File: config.mk
export PLATFORM = sky130hd
export DESIGN_NAME = brushless_ctrl
export DESIGN_NICKNAME = d
export VERILOG_FILES = /design/src/rtl/brushless_ctrl.sv
export SDC_FILE = /design/constraint.sdc
export NUM_CORES = 1
export LEC_CHECK = 0
export ABC_AREA = 1
export BUFFER_PORTS_ARGS = -buffer_cell sky130_fd_sc_hd__buf_2
export CAP_MARGIN = 5
export CORE_UTILIZATION = 55
export DETAILED_ROUTE_END_ITERATION = 16
export GPL_TIMING_DRIVEN = 0
export PLACE_DENSITY = 0.75
export SLEW_MARGIN = 30
export SYNTH_ARGS = -nofsm -noshare
export SYNTH_HDL_FRONTEND = slang
export SYNTH_SLANG_ARGS = --single-unit
File: constraint.sdc
create_clock -name clk -period 4.4 [get_ports clk]
set_clock_uncertainty 0.15 [all_clocks]
set_input_delay 0.88 -clock clk [delete_from_list [all_inputs] [get_ports clk]]
set_output_delay 0.88 -clock clk [all_outputs]
set_load 0.02 [all_outputs]
File: src/rtl/brushless_ctrl.sv
// Three-phase commutation and drive sequencer: hall/brake synchronizers,
// run/brake/fault state machine, slew-limited duty and stall supervision.
module brushless_ctrl #(
  parameter int          RAMP_DIV   = 1024,
  parameter int          RAMP_STEP  = 8,
  parameter logic [10:0] MIN_DUTY   = 11'h0C0,
  parameter logic [10:0] BRAKE_DUTY = 11'h600,
  parameter int          STALL_CYC  = 2**20
) (
  input  logic        clk,
  input  logic        rst_n,
  input  logic        hallGrn,
  input  logic        hallYlw,
  input  logic        hallBlu,
  input  logic        brake_n,
  input  logic [11:0] drv_mag,
  output logic [1:0]  selGrn,
  output logic [1:0]  selYlw,
  output logic [1:0]  selBlu,
  output logic [10:0] duty,
  output logic        fault,
  output logic        running,
  output logic [1:0]  state_dbg
);

  localparam int          RW     = (RAMP_DIV > 2) ? $clog2(RAMP_DIV) : 1;
  localparam int          SW     = $clog2(STALL_CYC + 1);
  localparam logic [10:0] STEP11 = 11'(RAMP_STEP);

  typedef enum logic [1:0] {
    IDLE  = 2'd0,
    RUN   = 2'd1,
    BRAKE = 2'd2,
    FAULT = 2'd3
  } state_t;

  state_t        state;
  state_t        state_nxt;
  logic [2:0]    hall_meta;
  logic [2:0]    rot;
  logic [2:0]    rot_q;
  logic          brake_meta;
  logic          brake;
  logic          rot_valid;
  logic          mag_zero;
  logic          stall;
  logic [RW-1:0] ramp_cnt;
  logic          tick_q;
  logic [SW-1:0] stall_cnt;
  logic [10:0]   target;
  logic [10:0]   diff;
  logic [5:0]    sel_nxt;
  logic [5:0]    sel_q;

  // Brake is synchronized as active-high so a cleared synchronizer means "no brake".
  always_ff @(posedge clk or negedge rst_n) begin
    if (!rst_n) begin
      hall_meta  <= 3'b000;
      rot        <= 3'b000;
      brake_meta <= 1'b0;
      brake      <= 1'b0;
    end else begin
      hall_meta  <= {hallGrn, hallYlw, hallBlu};
      rot        <= hall_meta;
      brake_meta <= ~brake_n;
      brake      <= brake_meta;
    end
  end

  assign rot_valid = (rot != 3'b000) && (rot != 3'b111);
  assign mag_zero  = (drv_mag == 12'd0);
  assign stall     = (stall_cnt == SW'(STALL_CYC));
  assign target    = mag_zero ? 11'd0 : (MIN_DUTY + {1'b0, drv_mag[11:2]});
  assign diff      = target - duty;

  always_ff @(posedge clk or negedge rst_n) begin
    if (!rst_n) state <= IDLE;
    else        state <= state_nxt;
  end

  always_comb begin
    state_nxt = state;
    sel_nxt   = 6'b00_00_00;
    if (brake) begin
      state_nxt = BRAKE;
    end else begin
      case (state)
        IDLE:    if (!mag_zero && rot_valid) state_nxt = RUN;
        RUN: begin
          if (!rot_valid || stall) state_nxt = FAULT;
          else if (mag_zero)       state_nxt = IDLE;
        end
        BRAKE:   state_nxt = IDLE;
        FAULT:   if (mag_zero) state_nxt = IDLE;
        default: state_nxt = IDLE;
      endcase
    end
    // Select codes are {Grn, Ylw, Blu}; 10 forward, 01 reverse, 00 coast.
    case (state)
      RUN: begin
        case (rot)
          3'b101:  sel_nxt = 6'b10_01_00;
          3'b100:  sel_nxt = 6'b10_00_01;
          3'b110:  sel_nxt = 6'b00_10_01;
          3'b010:  sel_nxt = 6'b01_10_00;
          3'b011:  sel_nxt = 6'b01_00_10;
          3'b001:  sel_nxt = 6'b00_01_10;
          default: sel_nxt = 6'b00_00_00;
        endcase
      end
      BRAKE:   sel_nxt = 6'b11_11_11;
      default: sel_nxt = 6'b00_00_00;
    endcase
  end

  // Ramp tick is registered so the first increment lands RAMP_DIV+1 clocks into RUN.
  always_ff @(posedge clk or negedge rst_n) begin
    if (!rst_n) begin
      ramp_cnt <= '0;
      tick_q   <= 1'b0;
    end else if (state != RUN) begin
      ramp_cnt <= '0;
      tick_q   <= 1'b0;
    end else begin
      tick_q   <= (ramp_cnt == RW'(RAMP_DIV - 1));
      ramp_cnt <= (ramp_cnt == RW'(RAMP_DIV - 1)) ? '0 : ramp_cnt + 1'b1;
    end
  end

  always_ff @(posedge clk or negedge rst_n) begin
    if (!rst_n) begin
      rot_q     <= 3'b000;
      stall_cnt <= '0;
    end else begin
      rot_q <= rot;
      if (state != RUN || rot != rot_q) stall_cnt <= '0;
      else if (!stall)                  stall_cnt <= stall_cnt + 1'b1;
    end
  end

  always_ff @(posedge clk or negedge rst_n) begin
    if (!rst_n) begin
      duty    <= 11'd0;
      sel_q   <= 6'b00_00_00;
      fault   <= 1'b0;
      running <= 1'b0;
    end else begin
      sel_q   <= sel_nxt;
      fault   <= (state == FAULT);
      running <= (state == RUN);
      case (state)
        RUN: begin
          if (target < duty)              duty <= target;
          else if (tick_q && duty < target)
            duty <= duty + ((diff > STEP11) ? STEP11 : diff);
        end
        BRAKE:   duty <= BRAKE_DUTY;
        default: duty <= 11'd0;
      endcase
    end
  end

  assign selGrn    = sel_q[5:4];
  assign selYlw    = sel_q[3:2];
  assign selBlu    = sel_q[1:0];
  assign state_dbg = state;

endmodule

==> impl_metrics.toml <==
[timing]
slew_headroom_pct = 62.9
grt_setup_unrepaired = "true"
tns_ns = -2.81
finalMaxSlewViolations = 0
hold_violations = 0
setup_ws_ns = -0.455
tightest_slew_ns = 0.557
finalSetupViolations = 10
min_period_ns = 4.85
fin_crit_sh_pct = 110
fmax_mhz = 206

[cells_and_area]
drive_gt1_share_pct = 30.3
fin_util_pct = 75.8
antennaDiodeCount = 0
design_area_um2 = 5620
final_net_count = 716
syn_to_final_growth_pct = 30.6
final_common_cell = "nand2_1"
fin_cells = 772
final_cell_mix = "86 x nand2_1, 85 x inv_1, 64 x dfrtp_1"

[die]
die-height_um = 90.4
placementRows = 31
dieArea_um2 = 8180
coreArea_um2 = 7410
initial_utilization_pct = 58.0
die_w_um = 90.4
ioPinCount = 39

[critical_path]
crit_type = "in -> reg"
critPathMaxStageDelay_ns = 0.53
cpMaxStageDelayCell = "or4_4"
path_max_fanout = 4
end_kind = "flop"
crit_top_cell = "nand2_1"
cp_top_family = "simple AND/OR/NAND/NOR gates"
crit_arrival_ns = 4.94
worst-endpoint-required_ns = 4.49
cp-start-kind = "input port"
crit_buf_inv = 6

[outcome]
outcome = "finished with violations"
violations = "negative setup slack"

[pwr]
p_leak_uw = 0.00276
irDropWorstVdd_uv = 335
p_per_area_nw_per_um2 = 327

[clock_tree]
clock_latency_ns = 0.35
htree_levels = 3
cts_num_sinks = 64
cts_root_buf = "clkbuf_8"
clk_pin_slew_ns = 0.08
postCtsHoldBufs = 0
cts_tree = "built"
clockBufferDepth = 2
numCtsBuffers = 9

[global_routing]
grt_pass1_wl_mm = 18.6
antenna_found_initial = 0
first_global_vias = 4243
grt_overflow = 0
grt_max_degree = 36
grt_usage_pct = 28.4

[placed_design]
hpwlAfterDp_mm = 7.28
gp_congestion = 0.850
dpl_cell_area_um2 = 4680
dp_cells = 701
io_buffers = 38

[min_path]
hp-class = "reg -> reg"

[synth]
ys_seq_area_share_pct = 37.2
netlist_instances = 558
yosysTopAreaCell = "dfrtp_1"
synth_edf_count = 0
yosysUniqueCellTypes = 45
ys_ff_latch = 64
async_flop_share_pct = 100
synth_area_leaders = "dfrtp_1 37%, nand2_1 8.6%, ha_1 8.1%"
avgSynthCellArea_um2 = 7.71
synth_top_area_share_pct = 37.2
syn_area_um2 = 4300
yosysWarningCount = 0
ys.flop_type = "dfrtp_1"

[routing]
drc_errors = 0
drtPass1Iterations = 5
first_iter_violations = 308
wl_mm = 11.4
ant_nets = 0
viasPerCell = 5.59
vias = 4314
wl_per_cell_um = 14.8

[flow_run]
maxCapViolations = 0
## metrics by stage
| stage | total power [uW] | setup slack [ns] | hold WS (ns) |
|---|---|---|---|
| 2_1_floorplan | 962 | -0.264 | 0.181 |
| 3_3_place_gp | 1070 | -1.11 | 0.185 |
| 3_5_place_dp | 1080 | -1.18 | 0.187 |
| 4_1_cts | 1760 | -0.433 | 0.202 |
| 5_1_grt | 1920 | -0.657 | 0.205 |
| 6_report | 1830 | -0.455 | 0.201 |
## area by class of cell
cell class                 instances  area, um2
multi-input combinational        399       2590
fill                             494       1790
sequential                        64       1600
timing repair buffer              94        683
inverter                          92        355
clock buffer                      10        138
tap                               99        124
clock inverter                     6       91.3
buffer                             8       36.3
## worst register-to-register path, stage by stage (launching register included)
cell	delay [ns]
dfrtp_1	0.43
ha_1	0.17
inv_1	0.06
fa_1	0.41
xnor2_1	0.25
nand2_1	0.11
nand3_1	0.09
nand2_1	0.07
inv_1	0.11
nand3_1	0.11
nor2_2	0.18
nand3_4	0.12
inv_4	0.08
nand2_2	0.06
fa_2	0.38
o21ai_2	0.14
nand4_1	0.09
o211ai_1	0.15
nand2_1	0.11
nand2_1	0.09
a21oi_2	0.05
xor2_1	0.15
nand2_1	0.09
o211ai_1	0.10
nand2_1	0.08
nand2_1	0.07
o21ai_1	0.06
## registers in the layout (all words and copies together) (netlist names)
register and flops:
stall_cnt 21, duty 11, ramp_cnt 10, sel_q 6, hall_meta 3, rot 3, rot_q 3, state_dbg 2
brake 1, brake_meta 1, fault 1, running 1, tick_q 1
## routing by layer
layer  GRT usage, %  up-vias  routed length, um  part of all wire (%)
met1           33.6     2041               4690                    41
li1               -     2046                  -                     -
met5              0        -                  0                     0
met4           15.5        0                405                   3.5
met3           4.38       45                677                   5.9
met2           49.3      182               5660                    49
## power by group
part	leakage (uW)	internal [uW]	switching, uW	total, uW
Combinational	0.00180	249	364	613
Clock	0.000105	336	246	582
Sequential	0.000854	618	21.9	640
## repair_timing
item / CTS / global route
resized for setup: 49 / 24
setup endpoints to repair: 10 / 11
pin swaps: 41 / 42
setup buffers: 51 / 7
## synth_stat cells (6+ instances only)
cell type,number
a21oi_1,30
dfrtp_1,64
ha_1,28
inv_1,89
nand2_1,98
nand2_2,15
nand3_1,36
nand3_2,7
nand4_1,10
nor2_1,47
nor3_1,17
nor3b_1,6
o21ai_0,23
o21ai_1,7
xor2_1,13
## logic make-up after synthesis
| family | synth area share, % |
|---|---|
| AO/OA/AOI/OAI | 11.0 |
| XOR/XNOR | 3.26 |
| adder cells (fa/ha/maj) | 9.08 |
| buffers and inverters | 8.87 |
| flip-flops | 37.2 |
| multiplexers | 0.233 |
| other | 0.0872 |
| AND/OR/NAND/NOR | 30.2 |
## worst paths after layout
| check | from | endpoint | slack (ns) | cells after the start |
|---|---|---|---|---|
| max in group asynchronous | rst_n | ramp_cnt[6] | 3.23 | 2 |
| worst max register to register | duty[0] | duty[10] | 0.32 | 26 |
| worst min-delay path | brake_meta | brake | 0.20 | 0 |
| min in group asynchronous | rst_n | duty[4] | 0.33 | 1 |
| worst min register to register | brake_meta | brake | 0.20 | 0 |
| worst max-delay path | drv_mag[1] | duty[10] | -0.45 | 33 |
Power figures use the tool's default switching activity.
